File: src/rtl/alu_seq_pkg.sv
// rtl/alu_seq_pkg.sv - opcode and FSM state encodings shared by the ALU sequencer
package alu_seq_pkg;

   typedef enum logic [1:0] {
      OP_ADD = 2'b00,
      OP_SUB = 2'b01,
      OP_AND = 2'b10,
      OP_OR  = 2'b11
   } op_e;

   typedef enum logic [1:0] {
      ST_IDLE = 2'b00,
      ST_EXEC = 2'b01,
      ST_HOLD = 2'b10
   } state_e;

endpackage

File: src/rtl/alu_core.sv
// rtl/alu_core.sv - combinational ADD/SUB/AND/OR with carry/borrow and zero flags
module alu_core
   import alu_seq_pkg::*;
#(
   parameter int WIDTH = 8
) (
   input  logic [1:0]       op,
   input  logic [WIDTH-1:0] a,
   input  logic [WIDTH-1:0] b,
   output logic [WIDTH-1:0] result,
   output logic             carry,
   output logic             zero
);

   logic [WIDTH:0] sum;

   assign sum = {1'b0, a} + {1'b0, b};

   // carry doubles as borrow for SUB so one flag serves both arithmetic ops
   always_comb begin
      result = '0;
      carry  = 1'b0;
      case (op_e'(op))
         OP_ADD: begin
            result = sum[WIDTH-1:0];
            carry  = sum[WIDTH];
         end
         OP_SUB: begin
            result = a - b;
            carry  = (a < b);
         end
         OP_AND:  result = a & b;
         OP_OR:   result = a | b;
         default: result = '0;
      endcase
   end

   assign zero = (result == '0);

endmodule

File: src/rtl/alu_seq_ctrl.sv
// rtl/alu_seq_ctrl.sv - two-requester round-robin ALU sequencer with held response
module alu_seq_ctrl
   import alu_seq_pkg::*;
#(
   parameter int WIDTH = 8
) (
   input  logic             clk,
   input  logic             rst,
   input  logic             req0_valid,
   output logic             req0_ready,
   input  logic [1:0]       req0_op,
   input  logic [WIDTH-1:0] req0_a,
   input  logic [WIDTH-1:0] req0_b,
   input  logic             req1_valid,
   output logic             req1_ready,
   input  logic [1:0]       req1_op,
   input  logic [WIDTH-1:0] req1_a,
   input  logic [WIDTH-1:0] req1_b,
   output logic             rsp_valid,
   input  logic             rsp_ready,
   output logic [WIDTH-1:0] rsp_result,
   output logic             rsp_id,
   output logic             rsp_carry,
   output logic             rsp_zero,
   output logic             busy,
   output logic [7:0]       ops_done
);

   state_e           state;
   state_e           state_nxt;
   logic             last_gnt;
   logic             any_valid;
   logic             gnt_id;
   logic             grant;
   logic [1:0]       cap_op;
   logic [WIDTH-1:0] cap_a;
   logic [WIDTH-1:0] cap_b;
   logic             cap_id;
   logic [WIDTH-1:0] alu_result;
   logic             alu_carry;
   logic             alu_zero;

   assign any_valid = req0_valid | req1_valid;
   // on a tie the requester that did not win last time gets the slot
   assign gnt_id    = (req0_valid && req1_valid) ? ~last_gnt : req1_valid;
   assign grant     = req0_ready | req1_ready;

   always_ff @(posedge clk) begin
      if (rst) begin
         state <= ST_IDLE;
      end else begin
         state <= state_nxt;
      end
   end

   always_comb begin
      state_nxt = state;
      case (state)
         ST_IDLE: if (any_valid) state_nxt = ST_EXEC;
         ST_EXEC: state_nxt = ST_HOLD;
         ST_HOLD: if (rsp_ready) state_nxt = ST_IDLE;
         default: state_nxt = ST_IDLE;
      endcase
   end

   always_comb begin
      req0_ready = 1'b0;
      req1_ready = 1'b0;
      busy       = (state != ST_IDLE);
      rsp_valid  = (state == ST_HOLD);
      if (state == ST_IDLE && !rst && any_valid) begin
         req0_ready = ~gnt_id;
         req1_ready = gnt_id;
      end
   end

   always_ff @(posedge clk) begin
      if (rst) begin
         last_gnt   <= 1'b1;
         cap_op     <= '0;
         cap_a      <= '0;
         cap_b      <= '0;
         cap_id     <= 1'b0;
         rsp_result <= '0;
         rsp_id     <= 1'b0;
         rsp_carry  <= 1'b0;
         rsp_zero   <= 1'b0;
         ops_done   <= '0;
      end else begin
         if (grant) begin
            cap_op   <= gnt_id ? req1_op : req0_op;
            cap_a    <= gnt_id ? req1_a  : req0_a;
            cap_b    <= gnt_id ? req1_b  : req0_b;
            cap_id   <= gnt_id;
            last_gnt <= gnt_id;
         end
         if (state == ST_EXEC) begin
            rsp_result <= alu_result;
            rsp_carry  <= alu_carry;
            rsp_zero   <= alu_zero;
            rsp_id     <= cap_id;
         end
         if (state == ST_HOLD && rsp_ready) begin
            ops_done <= ops_done + 8'd1;
         end
      end
   end

   alu_core #(
      .WIDTH(WIDTH)
   ) u_alu (
      .op    (cap_op),
      .a     (cap_a),
      .b     (cap_b),
      .result(alu_result),
      .carry (alu_carry),
      .zero  (alu_zero)
   );

endmodule

File: config.mk
export PLATFORM = sky130hd
export DESIGN_NAME = alu_seq_ctrl
export DESIGN_NICKNAME = d
export VERILOG_FILES = /design/src/rtl/alu_seq_pkg.sv /design/src/rtl/alu_core.sv /design/src/rtl/alu_seq_ctrl.sv
export SDC_FILE = /design/constraint.sdc
export NUM_CORES = 1
export LEC_CHECK = 0
export ABC_CLOCK_PERIOD_IN_PS = 3280
export BUFFER_PORTS_ARGS = -buffer_cell sky130_fd_sc_hd__clkbuf_2
export CAP_MARGIN = 10
export CORE_MARGIN = 1.5
export CORE_UTILIZATION = 54
export DETAILED_ROUTE_END_ITERATION = 10
export MAX_ROUTING_LAYER = met4
export PLACE_DENSITY_LB_ADDON = 0.3
export SETUP_SLACK_MARGIN = 0.4
export SYNTH_ARGS = -nofsm -noshare
export SYNTH_HDL_FRONTEND = slang
export SYNTH_SLANG_ARGS = --single-unit
File: constraint.sdc
create_clock -name clk -period 3.28 [get_ports clk]
set_clock_uncertainty 0.2 [all_clocks]
set_input_delay 0.328 -clock clk [delete_from_list [all_inputs] [get_ports clk]]
set_output_delay 0.328 -clock clk [all_outputs]
set_load 0.02 [all_outputs]
Word-level counts from Yosys, hierarchy flattened --
Index checks and enable logic that the tools add are counted.
Word-level totals: logic and storage cells 49, output and inout bits 23, register bits after elaboration 41, input port bits 41
Operators by class: order comparisons 1, add/sub/neg operators 3, bitwise logic cells 6, eq/ne operators 7, reductions and logical operators 10, mux-type cells 11
Operators with widths (number):
- 8-bit case mux with 4 select lines | 1
- 8-bit two-way mux | 2
- 8-bit by 8-bit adder with 9-bit output | 1
- 8-bit by 1-bit adder with 8-bit output (second input constant) | 1
- 8-bit bitwise AND | 1
- 8-bit zero test | 1
- 8-bit < comparator | 1
- 8-bit OR | 1
- 8-bit subtractor | 1
- 2-bit == test (second input constant) | 3
- 2-bit two-way mux | 3
- 2-bit case mux with 3 select lines | 1
- 2-bit by 1-bit == test with 1-bit output (second input constant) | 2
- 1-bit logical AND | 4
- 2-bit zero test | 2
- 1-bit two-way mux | 3
- 2-bit by 1-bit inequality test with 1-bit output (second input constant) | 1
- 2-bit inequality test (second input constant) | 1
- 1-bit NOT | 2
- 1-bit OR | 2
- 1-bit case mux with 2 select lines | 1
- 2-bit AND reduction | 1
- 2-bit nonzero test | 1
- 1-bit zero test | 1

Longest topological paths before layout --
word-level depth 5, mapped depth 11, depth with buffers taken out 11

By module --
From an unflattened synthesis, not the netlist that was laid out.
Second synthesis, totals: cells, all modules 346, area total of the unflattened synthesis 2876.5 um^2
By module, submodules not included:
- alu_seq_ctrl | area an instance 1781.7 um^2, cells an instance 195, times used 1
- alu_core | area an instance 1094.8 um^2, cells an instance 151, times used 1

Worst setup path before layout --
No wires, ideal clock.
kind register -> register, start point register cap_a[1], end point register rsp_zero, setup time 117 ps, data arrival time 2093 ps, path buffers 0, setup slack 870 ps, cell stages (with the launch flop) 10, data required time 2963 ps, cells stage by stage dfxtp_1 inv_1 ha_1 nor2_1 o21ai_4 o221ai_2 xor2_1 mux4_2 and4_1 a22o_1
Between the ends: longest elaborated chain between the ends 3, elaborated cells between the ends (all ways) 6, classes of those cells 2 x add/sub; 1 x mux; 2 x bitwise; 1 x reduce/logical
RTL lines:
- start, declared | RTL line alu_seq_ctrl.sv:36 | logic [WIDTH-1:0] cap_a;
- start signal, assigned | RTL line alu_seq_ctrl.sv:92 | cap_a <= gnt_id ? req1_a : req0_a;
- 8-bit subtractor, or another cell as far along | RTL line alu_core.sv:29 | result = a - b;
- 8-bit case mux with 4 select lines * | RTL line alu_core.sv:23 | case (op_e'(op))
- 8-bit zero test * | RTL line alu_core.sv:38 | assign zero = (result == '0);
- end signal, assigned | RTL line alu_seq_ctrl.sv:100 | rsp_zero <= alu_zero;
- end, declared | RTL line alu_seq_ctrl.sv:24 | output logic rsp_zero,
Mark *: on every way between the ends. The rest lies on a longest branch, timed or not. A chain may end at the register's enable or synchronous reset.

Worst setup path in the final report --
start point register cap_a[0], end point register rsp_zero
Same word-level chain as after synthesis.

==> reports/results.tsv <==
stage	metric	value	unit
floorplanning	DIE AREA	5591	µm²
clock_network	Clock Sinks	41	
synthesis	total nets after synthesis	389	
placement	Post-DP Area	3067	µm²
grt	GRT Util Overall	0.2313	
synthesis	Distinct cells, synth	52	
clock_network	CTS buffer count	5	
timing	setup TNS	0	ns
clock_network	setup bufs post-CTS	0	
finish	Area Overhead vs Synth	13.50	%
synthesis	post-synthesis sequential area ratio	0.2951	
floorplanning	Std-Cell Core Area	4848	µm²
synthesis	Synthesis Warnings	0	
routing	violation count after the first detailed-route iteration	218	
timing	fin. max-slew vios	0	
placement	dpl ws	0.6577	ns
pwr	Max IR drop VDD	0.2961	mV
clock_network	post-CTS sizing	0	
synthesis	share of synthesized flip-flops with an asynchronous set or reset	0	
routing	Vias	2340	
finish	Antenna Cells	0	
timing	min Tclk post-route	2.625	ns
timing	Setup WS post-layout	0.6546	ns
routing	vias per std cell	5.318	
timing	Slew headroom	0.4449	
clock_network	Clk pin slew, worst setup/hold paths	0.08	ns
finish	layout cells sized above 1	0.2332	
pwr	power density over the cells	467.4	nW/µm²
floorplanning	Initial Util	0.5737	
placement	IO buf count	63	
setup_path	critical path peak fanout	3	
clock_network	hold_buf cts	0	
finish	Design Area, Final	3157	µm²
floorplanning	# rows	25	
synthesis	cell area after synthesis	2781	µm²
timing	Final Hold Viols	0	
timing	achievable frequency	0.3809	GHz
clock_network	htree depth	2	
pwr	Power, Total	1475	µW
grt	vias in the first global route	2094	
status	status	finished clean	
grt	total gr overflow	0	
clock_network	CTS Root Cell	clkbuf_8	
clock_network	clock buffer depth	2	
floorplanning	die width	74.77	µm
routing	routed len/inst	13.16	µm
finish	Final #Nets	440	
pwr	P_leak	0.001413	µW
timing	Slew @ Worst Pin	0.8326	ns
setup_path	Setup crit end kind	register	
synthesis	top-area cell type share of the netlist area	0.2951	
timing	final period utilization	0.8004	
timing	final setup fails	0	
finish	Fill cells	410	
floorplanning	Ports	64	
setup_path	WP data required	3.27	ns
job	Max Cap Viol	0	
synthesis	Syn Inst Count	321	
setup_path	crit path kind	reg -> reg	
finish	most frequent cells in the layout	clkbuf_2, nor2_1, dfxtp_1	
finish	commonest non-fill, non-tap cell in the layout	clkbuf_2	
synthesis	EDFF count, synth	0	
clock_network	CTS tree	done	
worst_hold_path	worst min-delay path class	in -> reg	
setup_path	Critical Path Start Type	register	
setup_path	Critical Path AT	2.62	ns
routing	drc violations	0	
grt	initial antenna violation count	0	
grt	wire length of the first global-routing pass	9563	µm
grt	pin count of the biggest net entering global routing	45	
placement	post-DP HPWL	4446	µm
synthesis	leading post-synthesis cells by cell area	dfxtp_1, ha_1, mux2i_1	
clock_network	Clock Latency Late Sink	0.30	ns
placement	RePlAce Congestion	0.9357	
routing	ANT nets after route	0	
synthesis	Synth area leader	dfxtp_1	
routing	Routed WL	5789	µm
floorplanning	die height	74.77	µm
synthesis	Synth Area per Inst	8.665	µm²
synthesis	top_reg_cell synth	dfxtp_1	
synthesis	#FFs+latches synth	41	
timing	RSZ-0062 raised after global routing	no	
routing	router iterations before antenna repair	4	
per-layer routing:
layer / part of all wire / vias to the layer above / global-route usage
li1: - / 1211 / -
met4: 0.021 / 0 / 0.08485
met3: 0.047 / 14 / 0.03748
met5: 0 / - / -
met2: 0.46 / 66 / 0.3571
met1: 0.48 / 1049 / 0.3062
worst max-delay path, stage by stage, from the launching register on:
cell and delay (ns):
dfxtp_1 0.33, inv_1 0.08, ha_1 0.17, inv_1 0.06, fa_1 0.40, nor2b_1 0.16, o311ai_0 0.33, o21ai_1 0.14
xnor2_1 0.16, mux2i_1 0.10, and4_1 0.23, a22o_1 0.17
Yosys cell counts, types with 2 or more instances:
cell type,instances
o21ai_0,4
and4_1,2
nand3_1,2
o21a_1,3
nand3b_1,3
ha_1,25
a31oi_1,4
fa_1,2
a211oi_1,23
nor2b_1,5
nor3b_1,4
a21oi_1,10
dfxtp_1,41
and2_1,2
nor3_1,6
or2_2,2
o31ai_1,3
inv_1,25
buf_2,5
mux4_2,3
mux2i_1,22
clkbuf_1,12
xor2_1,9
nand2_1,19
nor2_1,44
nand2b_1,7
xnor2_1,4
o21ai_1,2
nand4_1,4
a21o_1,2
area by class of cell:
class | instances | area, µm² | area share
sequential | 41 | 820.8 | 0.2600
tap | 67 | 83.83 | 0.02656
clock inverter | 3 | 21.27 | 0.006738
timing repair buffer | 65 | 330.3 | 0.1046
inverter | 26 | 97.59 | 0.03092
clock buffer | 5 | 68.82 | 0.02180
multi-input combinational | 233 | 1734 | 0.5493
report_power, final:
part | leakage [µW] | total [µW] | switching [µW] | internal [µW]
Clock | 0.0000445 | 344 | 193 | 151
Combinational | 0.00103 | 531 | 301 | 231
Sequential | 0.000337 | 600 | 55.8 | 544
Total | 0.00141 | 1480 | 550 | 926
sequential cells by signal, indices dropped and copies added, names as in the netlist:
signal	flops
rsp_id	1
cap_id	1
cap_b	8
ops_done	8
cap_a	8
rsp_carry	1
rsp_result	8
cap_op	2
last_gnt	1
state	2
rsp_zero	1
kinds of logic after synthesis:
family	share of synthesized area
DFF	0.2951
muxes	0.1075
and+or+nand+nor	0.1817
xor gates and xnor gates	0.04094
buffers and inverters	0.08367
AOI/OAI and AO/OA	0.1642
adders and majority gates	0.1269
path summary, 6_finish.rpt:
path	start	endpoint	slack [ns]	depth (start not counted)
setup reg to reg	cap_a[0]	rsp_zero	0.65	11
hold reg to reg	rsp_carry	rsp_carry	0.26	2
setup / recovery	cap_a[0]	rsp_zero	0.65	11
hold / removal	rsp_ready	state[1]	0.11	3
per-stage QoR:
step / hold WS [ns] / utilization / cells
after global routing: 0.1367 / 0.6511 / 440
after detailed placement: 0.2504 / 0.6325 / 432
after floorplan: 0.2321 / - / 321
after global placement: 0.2405 / 0.6325 / 432
after CTS: 0.1059 / 0.6511 / 440
final: 0.1112 / 0.6511 / 440
(Power assumes the default switching activity.)
